--- src/rtl/inv_mix_columns_iter_pkg.sv ---
// Shared constants, FSM encoding and GF(2^8) helper for the iterative InvMixColumns block.
package inv_mix_columns_iter_pkg;

  localparam int unsigned NB_BYTE = 8;
  localparam int unsigned COL_W   = 32;
  localparam logic [NB_BYTE-1:0] RED_POLY = 8'h1b;

  typedef enum logic [1:0] {
    ST_IDLE = 2'd0,
    ST_BUSY = 2'd1,
    ST_DONE = 2'd2
  } state_t;

  // Multiply by x in GF(2^8): shift left and fold the carry back with 0x1b.
  function automatic logic [NB_BYTE-1:0] xtime(input logic [NB_BYTE-1:0] b);
    return {b[NB_BYTE-2:0], 1'b0} ^ (b[NB_BYTE-1] ? RED_POLY : {NB_BYTE{1'b0}});
  endfunction

endpackage

--- src/rtl/inv_mix_column_word.sv ---
// Combinational InvMixColumns of one 32-bit column, byte a0 in the MSBs.
module inv_mix_column_word
  import inv_mix_columns_iter_pkg::*;
(
  input  logic [COL_W-1:0] i_word,
  output logic [COL_W-1:0] o_word
);

  logic [NB_BYTE-1:0] a  [4];
  logic [NB_BYTE-1:0] x2 [4];
  logic [NB_BYTE-1:0] x4 [4];
  logic [NB_BYTE-1:0] x8 [4];
  logic [NB_BYTE-1:0] m9 [4];
  logic [NB_BYTE-1:0] mb [4];
  logic [NB_BYTE-1:0] md [4];
  logic [NB_BYTE-1:0] me [4];

  // Per-byte xtime chain and the four constant multiples built from it.
  for (genvar r = 0; r < 4; r++) begin : g_byte
    assign a[r]  = i_word[COL_W-1-NB_BYTE*r -: NB_BYTE];
    assign x2[r] = xtime(a[r]);
    assign x4[r] = xtime(x2[r]);
    assign x8[r] = xtime(x4[r]);
    assign m9[r] = x8[r] ^ a[r];
    assign mb[r] = x8[r] ^ x2[r] ^ a[r];
    assign md[r] = x8[r] ^ x4[r] ^ a[r];
    assign me[r] = x8[r] ^ x4[r] ^ x2[r];
  end

  // Output row r combines the rotated multiples 0e,0b,0d,09.
  for (genvar r = 0; r < 4; r++) begin : g_row
    assign o_word[COL_W-1-NB_BYTE*r -: NB_BYTE] =
      me[r] ^ mb[(r+1)%4] ^ md[(r+2)%4] ^ m9[(r+3)%4];
  end

endmodule

--- src/rtl/inv_mix_columns_iter.sv ---
// Iterative AES InvMixColumns: one column per cycle through a shared column datapath.
module inv_mix_columns_iter
  import inv_mix_columns_iter_pkg::*;
#(
  parameter int unsigned NB_BYTE = inv_mix_columns_iter_pkg::NB_BYTE,
  parameter int unsigned N_ROWS  = 4,
  parameter int unsigned N_COLS  = 4
)
(
  input  logic                              i_clock,
  input  logic                              i_reset,
  input  logic                              i_valid,
  input  logic [NB_BYTE*N_ROWS*N_COLS-1:0]  i_data,
  output logic                              o_ready,
  output logic [NB_BYTE*N_ROWS*N_COLS-1:0]  o_data,
  output logic                              o_valid,
  input  logic                              i_ready
);

  localparam int unsigned NB_DATA = NB_BYTE * N_ROWS * N_COLS;
  localparam int unsigned WCOL    = NB_BYTE * N_ROWS;
  localparam int unsigned SEL_W   = $clog2(NB_DATA);
  localparam logic [1:0]  LAST_COL = 2'(N_COLS - 1);

  // The column datapath is hard-wired for 8-bit bytes and 4-byte columns.
  if (NB_BYTE != 8 || N_ROWS != 4 || N_COLS < 1 || N_COLS > 4) begin : g_bad_cfg
    $error("inv_mix_columns_iter: bad configuration, need NB_BYTE=8, N_ROWS=4, 1<=N_COLS<=4");
  end

  state_t               state;
  logic [1:0]           col_cnt;
  logic [NB_DATA-1:0]   work;
  logic [SEL_W-1:0]     col_lsb;
  logic [WCOL-1:0]      col_in;
  logic [WCOL-1:0]      col_out;

  // Column 0 lives in the MSBs, so column c starts (N_COLS-1-c) columns up from bit 0.
  assign col_lsb = SEL_W'((N_COLS - 1 - 32'(col_cnt)) * WCOL);
  assign col_in  = work[col_lsb +: WCOL];

  // Upstream may load in IDLE, or in DONE when the result is being taken this cycle.
  assign o_ready = (state == ST_IDLE) || ((state == ST_DONE) && i_ready);
  assign o_data  = work;

  inv_mix_column_word u_col (
    .i_word (col_in),
    .o_word (col_out)
  );

  // Control FSM, column counter and in-place working register.
  always_ff @(posedge i_clock or posedge i_reset) begin
    if (i_reset) begin
      state   <= ST_IDLE;
      col_cnt <= 2'd0;
      work    <= '0;
      o_valid <= 1'b0;
    end else begin
      case (state)
        ST_IDLE: begin
          if (i_valid) begin
            work    <= i_data;
            col_cnt <= 2'd0;
            state   <= ST_BUSY;
          end
        end
        ST_BUSY: begin
          work[col_lsb +: WCOL] <= col_out;
          col_cnt               <= col_cnt + 2'd1;
          if (col_cnt == LAST_COL) begin
            state   <= ST_DONE;
            o_valid <= 1'b1;
          end
        end
        ST_DONE: begin
          if (i_ready) begin
            o_valid <= 1'b0;
            if (i_valid) begin
              work    <= i_data;
              col_cnt <= 2'd0;
              state   <= ST_BUSY;
            end else begin
              state <= ST_IDLE;
            end
          end
        end
        default: begin
          state   <= ST_IDLE;
          o_valid <= 1'b0;
        end
      endcase
    end
  end

endmodule
--- config.mk ---
export PLATFORM = sky130hd
export DESIGN_NAME = inv_mix_columns_iter
export DESIGN_NICKNAME = d
export VERILOG_FILES = /design/src/rtl/inv_mix_columns_iter_pkg.sv /design/src/rtl/inv_mix_column_word.sv /design/src/rtl/inv_mix_columns_iter.sv
export SDC_FILE = /design/constraint.sdc
export NUM_CORES = 1
export LEC_CHECK = 0
export CORE_MARGIN = 1
export CORE_UTILIZATION = 65
export CTS_CLUSTER_DIAMETER = 30
export DETAILED_ROUTE_END_ITERATION = 8
export DONT_BUFFER_PORTS = 1
export PLACE_DENSITY = 0.8
export SLEW_MARGIN = 20
export SYNTH_ARGS = -nofsm -noshare
export SYNTH_HDL_FRONTEND = slang
export SYNTH_HIERARCHICAL = 1
export SYNTH_SLANG_ARGS = --single-unit
--- constraint.sdc ---
create_clock -name i_clock -period 5.1 [get_ports i_clock]
set_clock_uncertainty 0.1 [all_clocks]
set_input_delay 1.02 -clock i_clock [delete_from_list [all_inputs] [get_ports i_clock]]
set_output_delay 1.02 -clock i_clock [all_outputs]
set_load 0.05 [all_outputs]
==> results.py <==
metrics = {
    "hold_path": {
        "min_path_type": "in -> async",
    },
    "setup_path": {
        "r2r_start": "col_cnt[0]$_DFFE_PP0P_",
        "worstPathMaxFanout": 28,
        "arrival_ns": 4.56,
        "cp_data_required_time_ns": 5.34,
        "critPathLaunch": "col_cnt[0]$_DFFE_PP0P_",
        "slowest_delay_ns": 0.73,
        "slowest_stage": "mux4_2",
        "cp-start-kind": "flip-flop",
        "worstPathCellList": "buf_12 > mux4_2 > xnor2_2 > xor2_1 > xnor3_1 > xnor2_1 > nand3b_1 > o2bb2ai_1 > mux2_2",
        "cp-end-kind": "flip-flop",
        "crit_type": "reg -> reg",
    },
    "final_layout": {
        "nFillCells": 1055,
        "area_delta_synth_final_pct": 5.87,
        "drive_gt1_share_pct": 30.5,
        "diodes": 0,
        "nNetsFinal": 886,
    },
    "detailed_routing": {
        "met1_length_mm": 11.8,
        "drtAntennaViolNets": 0,
        "wl_per_cell_microns": 32.5,
        "drt-initial-drc-count": 619,
        "vias": 7260,
        "routed_wl_mm": 30.9,
        "met2_length_mm": 14.9,
        "wl_met3_mm": 3.28,
        "firstDrtPassIters": 7,
        "remaining_drc_errors": 0,
        "top_layer": "met4",
        "vias_per_cell": 7.65,
    },
    "cts": {
        "post_cts_buffers": 0,
        "cts_made_buffers": 17,
        "cts-root-buf": "clkbuf_16",
        "cts_max_level": 4,
        "clk_pin_slew_ns": 0.06,
        "post_cts_resized": 0,
        "clk_latency_ns": 0.42,
        "cts_sinks": 133,
        "cts_max_path_buffers": 2,
        "hold_buffers": 0,
        "cts_tree": "done",
    },
    "yosys": {
        "synth_top_area_share_pct": 33.1,
        "synth_seq_cells": 133,
        "synthCells": 797,
        "yosys-top-cells-area": "dfrtp_1 (33%), mux2_2 (14%), xnor2_1 (10%)",
        "ys_warn_count": 6,
        "synth_area_per_cell_sq_um": 12.6,
        "synthesis.area_sq_um": 10100,
        "yosysSeqAreaShare_pct": 33.1,
        "synth_cell_types": 39,
        "syn_nets": 934,
        "yosysTopAreaCell": "dfrtp_1",
    },
    "timing": {
        "tns_ns": 0,
        "hold_violations": 0,
        "layout_min_cycle_time_ns": 4.31,
        "worst_pin_slew_ns": 1.19,
        "fmax_ghz": 0.232,
        "timing.final.ws_setup_ns": 0.788,
        "slew_headroom_pct": 20.8,
        "slew_violations": 0,
        "fin_crit_sh_pct": 84.6,
        "grt_setup_unrepaired": "false",
        "setup_viol": 0,
    },
    "placed_design": {
        "gp_congestion": 1.04,
        "pre_cts_ws_ns": 0.980,
        "place.port_buffers": 0,
        "dpl.hpwl_mm": 21.9,
    },
    "global_routing": {
        "grt_first_pass_wirelength_mm": 46.0,
        "grt_overflow": 0,
        "grt_pass1_vias": 7432,
        "grt_util_all_layers_pct": 38.8,
        "grt_max_degree": 102,
        "antenna_found_initial": 0,
    },
    "flow_run": {
        "max-cap-violations": 0,
    },
    "outcome": {
        "outcome": "complete, no violations",
    },
    "floorplan": {
        "rows": 45,
        "core_area_sq_um": 15100,
        "dieWidth_microns": 126,
        "die_area_sq_um": 16000,
        "die_h_microns": 126,
        "start_util_pct": 66.4,
        "ioPinCount": 262,
    },
}
## registers in the layout, indices dropped and copies added, names as in the netlist
register / count
o_data: 128
col_cnt: 2
state: 2
o_valid: 1
## placed cells by master, fill, tap and decap left out, types with 2 or more instances in the layout
| cell | count |
|---|---|
| o2bb2ai_1 | 33 |
| xnor2_1 | 118 |
| clkinvlp_4 | 3 |
| dfrtp_1 | 131 |
| ha_1 | 5 |
| xor3_1 | 2 |
| nand3b_1 | 32 |
| nand2_1 | 2 |
| nor2b_1 | 32 |
| mux2_2 | 128 |
| o21ai_0 | 3 |
| clkinv_2 | 2 |
| clkinv_4 | 2 |
| inv_1 | 2 |
| bufinv_16 | 2 |
| and2_1 | 2 |
| xnor2_2 | 7 |
| a32o_1 | 96 |
| clkbuf_16 | 17 |
| clkbuf_8 | 2 |
| inv_6 | 3 |
| xor2_2 | 2 |
| xnor3_1 | 26 |
| mux4_2 | 32 |
| nor2b_2 | 2 |
| a32o_2 | 4 |
| buf_4 | 16 |
| xor2_1 | 36 |
## worst paths after layout
path | endpoint | slack, ns | depth (start not counted)
hold / removal | o_data[38]$_DFFE_PP0P_ | 0.57 | 1
min in group i_clock | state[0]$_DFFE_PP0P_ | 0.62 | 1
hold reg to reg | o_valid$_DFFE_PP0P_ | 0.72 | 2
max in group asynchronous | o_data[84]$_DFFE_PP0P_ | 3.33 | 2
setup reg to reg | o_data[21]$_DFFE_PP0P_ | 0.79 | 9
setup / recovery | o_data[21]$_DFFE_PP0P_ | 0.79 | 9
## worst max-delay path: cells and delay by family, from the launching register on
family	cells	cell delay (ns)
multiplexers	2	0.95
flip-flops	1	0.68
AO/OA/AOI/OAI	1	0.21
AND/OR/NAND/NOR	1	0.16
XOR/XNOR	4	1.84
buffers and inverters	1	0.26
## stage by stage
step	cell area, sq um	hold slack [ns]	util, %	instances
finish	10600	0.572	70.3	949
global route	10600	0.600	70.3	949
CTS	10600	0.598	70.1	948
detailed placement	10000	0.720	66.2	917
global placement	10000	0.696	66.2	917
floorplan	10100	0.530	-	797
## synth_stat cells (all sizes together)
cell / count
mux2i: 1
o21ai: 3
nor4bb: 1
clkbuf: 29
nor2b: 34
buf: 56
xnor3: 27
and2: 2
and2b: 1
a22o: 1
xnor2: 125
a21o: 1
nand4b: 1
a32o: 100
o2bb2ai: 33
mux2: 128
xor3: 3
nor3b: 1
nor2: 1
a21oi: 1
nand2: 2
ha: 5
inv: 4
xor2: 38
nand3b: 32
nand2b: 2
dfrtp: 133
mux4: 32
## final cells by class
type                            count  area (sq um)  area share (%)
Multi-Input combinational cell    575          6300            59.2
Sequential cell                   133          3330            31.3
Clock buffer                       20           457            4.29
Tap cell                          188           235            2.21
Timing Repair Buffer               18           168            1.57
Clock inverter                     11           128            1.20
Inverter                            4          20.0           0.188
## layer usage
layer	global-route usage (%)	vias to the layer above
met5	0	-
met4	14.2	0
met3	9.78	70
met2	64.3	533
met1	49.7	3743
li1	-	2914
## kinds of logic (layout without fill, tap and decap cells)
group                      Yosys count  in the layout  synth area share [%]
DFF                                133            133                  33.1
and+or+nand+nor                     77             77                  5.33
xor gates and xnor gates           193            193                  21.7
muxes                              161            161                  21.6
adders and majority gates            5              5                 0.622
AOI/OAI and AO/OA                  139            139                  13.2
buffers and inverters               89             53                  4.47
Power is left out: the tool's default activity adds up to more than one toggle a clock period on the data nets, which glitch-free logic cannot reach.
